<file path="src/rtl/rom_ram_scramble_ctrl.sv">
// rom_ram_scramble_ctrl: copies the whole ROM image into RAM, bit-scrambling
// each byte, while driving the ROM/RAM chip-select, enable and address pins.
// Optional read-back verify pass is enabled by defining SCRAMBLE_VERIFY_EN.
module rom_ram_scramble_ctrl #(
  parameter int WIDTH = 8,
  parameter int DEPTH = 5
) (
  input  logic             CLK,
  input  logic             RST_N,
  input  logic             START,
  input  logic             ABORT,
  output logic             BUSY,
  output logic             DONE,
  output logic [DEPTH:0]   ERR_CNT,
  output logic [DEPTH-1:0] ROM_ADDR,
  output logic             ROM_CS,
  output logic             ROM_OE,
  input  logic [WIDTH-1:0] ROM_DATA,
  output logic [DEPTH-1:0] RAM_ADDR,
  output logic             RAM_CS,
  output logic             RAM_OE,
  output logic             RAM_WE,
  output logic [WIDTH-1:0] RAM_WDATA,
  output logic             RAM_WDATA_OE,
  input  logic [WIDTH-1:0] RAM_RDATA
);

  // The bit permutation below only makes sense for byte-wide data.
  if (WIDTH != 8) begin : g_bad_width
    $error("rom_ram_scramble_ctrl: WIDTH must be 8");
  end

  localparam logic [DEPTH:0] LAST_WORD = (DEPTH+1)'(2**DEPTH - 1);

`ifdef SCRAMBLE_VERIFY_EN
  localparam logic [DEPTH:0] ERR_MAX = (DEPTH+1)'(2**DEPTH);

  typedef enum logic [3:0] {
    S_IDLE, S_ROM_RD, S_LATCH, S_RAM_WR, S_NEXT,
    S_VFY_RD, S_VFY_CMP, S_VFY_NEXT, S_DONE
  } state_t;
`else
  typedef enum logic [3:0] {
    S_IDLE, S_ROM_RD, S_LATCH, S_RAM_WR, S_NEXT, S_DONE
  } state_t;
`endif

  // Byte scramble: interleaves the low and high nibbles, high nibble reversed.
  function automatic logic [WIDTH-1:0] scramble(input logic [WIDTH-1:0] d);
    return {d[0], d[7], d[1], d[6], d[2], d[5], d[3], d[4]};
  endfunction

  state_t           state_q, state_d;
  logic [DEPTH:0]   cnt_q, cnt_d;
  logic [WIDTH-1:0] wdata_q, wdata_d;
  logic [DEPTH:0]   err_q, err_d;

  // Next-state, word counter, write-data latch and error counter.
  always_comb begin
    state_d = state_q;
    cnt_d   = cnt_q;
    wdata_d = wdata_q;
    err_d   = err_q;
    case (state_q)
      S_IDLE, S_DONE: begin
        if (START) begin
          cnt_d   = '0;
          err_d   = '0;
          state_d = S_ROM_RD;
        end
      end
      S_ROM_RD: state_d = S_LATCH;
      S_LATCH: begin
        wdata_d = scramble(ROM_DATA);
        state_d = S_RAM_WR;
      end
      S_RAM_WR: state_d = S_NEXT;
      S_NEXT: begin
        if (cnt_q == LAST_WORD) begin
          cnt_d = '0;
`ifdef SCRAMBLE_VERIFY_EN
          state_d = S_VFY_RD;
`else
          state_d = S_DONE;
`endif
        end else begin
          cnt_d   = cnt_q + 1'b1;
          state_d = S_ROM_RD;
        end
      end
`ifdef SCRAMBLE_VERIFY_EN
      S_VFY_RD: state_d = S_VFY_CMP;
      S_VFY_CMP: begin
        if ((RAM_RDATA != scramble(ROM_DATA)) && (err_q != ERR_MAX))
          err_d = err_q + 1'b1;
        state_d = S_VFY_NEXT;
      end
      S_VFY_NEXT: begin
        if (cnt_q == LAST_WORD) begin
          cnt_d   = '0;
          state_d = S_DONE;
        end else begin
          cnt_d   = cnt_q + 1'b1;
          state_d = S_VFY_RD;
        end
      end
`endif
      default: state_d = S_IDLE;
    endcase
    // Abort wins over every transition; counters and error count are frozen.
    if (ABORT) begin
      state_d = S_IDLE;
      cnt_d   = cnt_q;
      err_d   = err_q;
    end
  end

  // State and datapath registers with asynchronous reset.
  always_ff @(posedge CLK or negedge RST_N) begin
    if (!RST_N) begin
      state_q <= S_IDLE;
      cnt_q   <= '0;
      wdata_q <= '0;
      err_q   <= '0;
    end else begin
      state_q <= state_d;
      cnt_q   <= cnt_d;
      wdata_q <= wdata_d;
      err_q   <= err_d;
    end
  end

  // Pin strobes decoded from the current state; ROM stays enabled through
  // LATCH (and both memories through VFY_CMP) since read data is combinational.
  always_comb begin
    ROM_CS       = 1'b1;
    ROM_OE       = 1'b0;
    ROM_ADDR     = '0;
    RAM_CS       = 1'b1;
    RAM_OE       = 1'b0;
    RAM_WE       = 1'b0;
    RAM_WDATA_OE = 1'b0;
    RAM_ADDR     = '0;
    BUSY         = 1'b1;
    DONE         = 1'b0;
    case (state_q)
      S_IDLE: BUSY = 1'b0;
      S_ROM_RD, S_LATCH: begin
        ROM_CS   = 1'b0;
        ROM_OE   = 1'b1;
        ROM_ADDR = cnt_q[DEPTH-1:0];
      end
      S_RAM_WR: begin
        RAM_CS       = 1'b0;
        RAM_WE       = 1'b1;
        RAM_WDATA_OE = 1'b1;
        RAM_ADDR     = cnt_q[DEPTH-1:0];
      end
`ifdef SCRAMBLE_VERIFY_EN
      S_VFY_RD, S_VFY_CMP: begin
        ROM_CS   = 1'b0;
        ROM_OE   = 1'b1;
        ROM_ADDR = cnt_q[DEPTH-1:0];
        RAM_CS   = 1'b0;
        RAM_OE   = 1'b1;
        RAM_ADDR = cnt_q[DEPTH-1:0];
      end
`endif
      S_DONE: begin
        BUSY = 1'b0;
        DONE = 1'b1;
      end
      default: ;
    endcase
  end

  assign RAM_WDATA = wdata_q;

`ifdef SCRAMBLE_VERIFY_EN
  assign ERR_CNT = err_q;
`else
  // Without the verify pass there is nothing to count and no read-back.
  logic unused_rdata;
  assign unused_rdata = ^{RAM_RDATA, err_q};
  assign ERR_CNT      = '0;
`endif

endmodule

</file>
<file path="config.mk">
export PLATFORM = sky130hd
export DESIGN_NAME = rom_ram_scramble_ctrl
export DESIGN_NICKNAME = d
export VERILOG_FILES = /design/src/rtl/rom_ram_scramble_ctrl.sv
export SDC_FILE = /design/constraint.sdc
export NUM_CORES = 1
export LEC_CHECK = 0
export ABC_AREA = 1
export CAP_MARGIN = 30
export CORE_MARGIN = 4
export CORE_UTILIZATION = 33
export CTS_CLUSTER_SIZE = 40
export DETAILED_ROUTE_END_ITERATION = 16
export DONT_BUFFER_PORTS = 1
export PLACE_DENSITY = 0.46
export SLEW_MARGIN = 5
export SYNTH_ARGS = -nofsm -noshare
export SYNTH_HDL_FRONTEND = slang
export SYNTH_SLANG_ARGS = --single-unit
</file>
<file path="constraint.sdc">
create_clock -name CLK -period 1.5 [get_ports CLK]
set_input_delay 0.15 -clock CLK [delete_from_list [all_inputs] [get_ports CLK]]
set_output_delay 0.15 -clock CLK [all_outputs]
set_load 0.03 [all_outputs]
</file>
==> results.py <==
metrics = {
    "cells_and_area": {
        "area_delta_synth_final_pct": 33.3,
        "most-common-layout-cells": "nand2_1 (30), dfrtp_1 (16), buf_4 (15)",
        "antennaDiodeCount": 0,
        "final_cells": 183,
        "layout_commonest_cell": "nand2_1",
        "fin_util": 0.471,
        "nNetsFinal": 174,
        "drive_above_1_share": 0.362,
    },
    "pwr": {
        "vdd_drop_max_mv": 0.852,
        "power_leakage_nw": 0.626,
        "power_density_nw_per_um2": 1520,
        "finalPower_mw": 2.01,
    },
    "floorplan": {
        "die_h_um": 62.8,
        "start_util": 0.354,
        "fp.dieW_um": 62.8,
        "num_rows": 19,
        "die-area_um2": 3950,
        "core_area_um2": 2810,
        "pin_count": 52,
    },
    "timing": {
        "relSlewSlack": 0.513,
        "final-hold-violation-count": 0,
        "finalCritPeriodShare": 0.989,
        "fin_skew_ps": 3.04,
        "fmaxAchievable_mhz": 674,
        "holdWs_ps": 12.0,
        "worstMarginPinSlew_ps": 728,
        "rsz0062_at_grt": "true",
        "drv_slew": 0,
        "min_period_ps": 1480,
        "setup_violations": 0,
    },
    "route": {
        "ant_nets": 0,
        "dr.pass1.iters": 4,
        "drtIter0Drc": 11,
        "wl_per_cell_um": 11.6,
        "wl_mm": 2.13,
        "vias": 883,
        "vias_per_cell": 4.83,
        "drcViolationCount": 0,
    },
    "synth": {
        "synth_seq_cells": 17,
        "ys.flop_type": "dfrtp_1",
        "synth_async_sr_flop_share": 1.00,
        "yosysUniqueCellTypes": 19,
        "netlist_area_um2": 992,
        "synth_edf_count": 0,
        "syn_area_per_cell_um2": 7.87,
        "seq_area_frac_synth": 0.429,
        "synth_warnings": 0,
        "netlist_instances": 126,
    },
    "place": {
        "post-place-cells": 168,
        "hpwl_mm": 1.63,
        "port_buffers": 0,
        "globalplace.congestion": 0.802,
    },
    "global_routing": {
        "grt_start_max_net_pins": 18,
        "antenna_found_initial": 0,
        "overflow": 0,
        "grt_use_total": 0.110,
        "grt_pass1_wl_mm": 3.61,
        "grt_pass1_vias": 853,
    },
    "critical_path": {
        "crit_type": "reg2out",
        "crit_path_end_kind": "output pin",
        "crit_fanout": 7,
        "worstPathArrival_ps": 1330,
        "critical_path.top_delay_family": "simple AND/OR/NAND/NOR gates",
        "start_kind": "register",
        "crit_slowest_cell": "dfrtp_1",
        "worstPathCellList": "inv_2, nand2_2, inv_2, nand2_2, nand2_4, inv_6, nor2_4",
        "cp.required_ps": 1350,
        "path_buf_inv": 3,
        "r2r_slack_ps": 190,
        "cpPeakStageDelay_ps": 410,
    },
    "hold_path": {
        "hold_path_class": "in2reg",
    },
    "clock_tree": {
        "clock_sinks": 17,
        "cts_htree_levels": 1,
        "clk_latency_ps": 280,
        "cts_buffers": 3,
        "cts_tree": "done",
        "cts_root_buf": "clkbuf_4",
        "cts_buffer_depth": 2,
        "clk_pin_slew_ps": 90,
    },
    "status": {
        "outcome": "finished, final reports clean",
    },
    "flow_run": {
        "drv_cap": 0,
    },
}
## synthesized netlist by cell type, types with 2 or more instances
master	instances	area share
o21ai_0	3	0.015
inv_1	14	0.053
nand3_1	5	0.025
nand3_2	2	0.020
nand2_1	34	0.13
inv_2	3	0.011
nand4_1	2	0.013
nor2_1	21	0.079
mux2_2	8	0.091
buf_4	8	0.061
dfrtp_1	17	0.43
nand2_2	2	0.013
## final cells by class
class / instances / area [um^2]
clock buffers: 4 / 26.3
fillers: 288 / 1480
inverters: 17 / 68.8
multi-input cells: 90 / 556
flip-flops and latches: 17 / 427
well taps: 31 / 38.8
repair buffers: 24 / 206
## what timing repair did
| item | CTS | global route |
|---|---|---|
| gates resized for setup | 7 | 16 |
| endpoints found under the setup margin | 15 | 14 |
| buffers inserted | 5 | 0 |
| pin swaps | 2 | 1 |
| hold buffers | 6 | 0 |
| hold endpoints to repair | 22 | 0 |
## path summary, 6_finish.rpt
check,startpoint,to,depth (start not counted)
hold / removal,ROM_DATA[6],RAM_WDATA[4]$_DFFE_PN0N_,1
setup / recovery,state_q[2]$_DFFE_PN0P_,ROM_ADDR[0],7
setup reg to reg,cnt_q[0]$_DFFE_PN0P_,cnt_q[5]$_DFFE_PN0P_,8
max in group asynchronous,RST_N,state_q[1]$_DFFE_PN0P_,1
min in group asynchronous,RST_N,RAM_WDATA[1]$_DFFE_PN0N_,1
hold reg to reg,cnt_q[4]$_DFFE_PN0P_,cnt_q[4]$_DFFE_PN0P_,2
## cell families (layout without fill, tap and decap cells)
family | after synthesis | in the layout | synth area share
other cells | 1 | 7 | 0.00378
buf+inv | 25 | 45 | 0.125
mux | 8 | 8 | 0.0908
flops | 17 | 17 | 0.429
compound gates | 6 | 6 | 0.0479
fa+ha+maj | 1 | 1 | 0.0126
simple gates | 68 | 68 | 0.291
## metal layers
| layer | wire length (um) | track usage | vias to the layer above |
|---|---|---|---|
| li1 | - | - | 433 |
| met2 | 1020 | 0.189 | 39 |
| met4 | 16 | 0.0496 | 0 |
| met5 | 0 | 0 | - |
| met3 | 174 | 0.0234 | 2 |
| met1 | 919 | 0.131 | 409 |
## state kept, by name (all words and copies together), names as in the netlist
name	cells
state_q	3
cnt_q	6
RAM_WDATA	8
## power by group
group | leakage [nW] | total [mW] | internal (mW) | switching, mW
registers | 0.215 | 0.930 | 0.594 | 0.336
logic | 0.396 | 0.850 | 0.329 | 0.521
clock network | 0.0150 | 0.232 | 0.103 | 0.129
## stage by stage
step	area [um^2]	TNS, ps	worst slack (ps)
6_report	1320	0	16.3
5_1_grt	1320	-579	-78.0
4_1_cts	1270	0	0.818
3_5_place_dp	1130	0	113
3_3_place_gp	1130	0	135
2_1_floorplan	1050	0	27.9
Note: power is estimated with default switching activity, not from simulation.
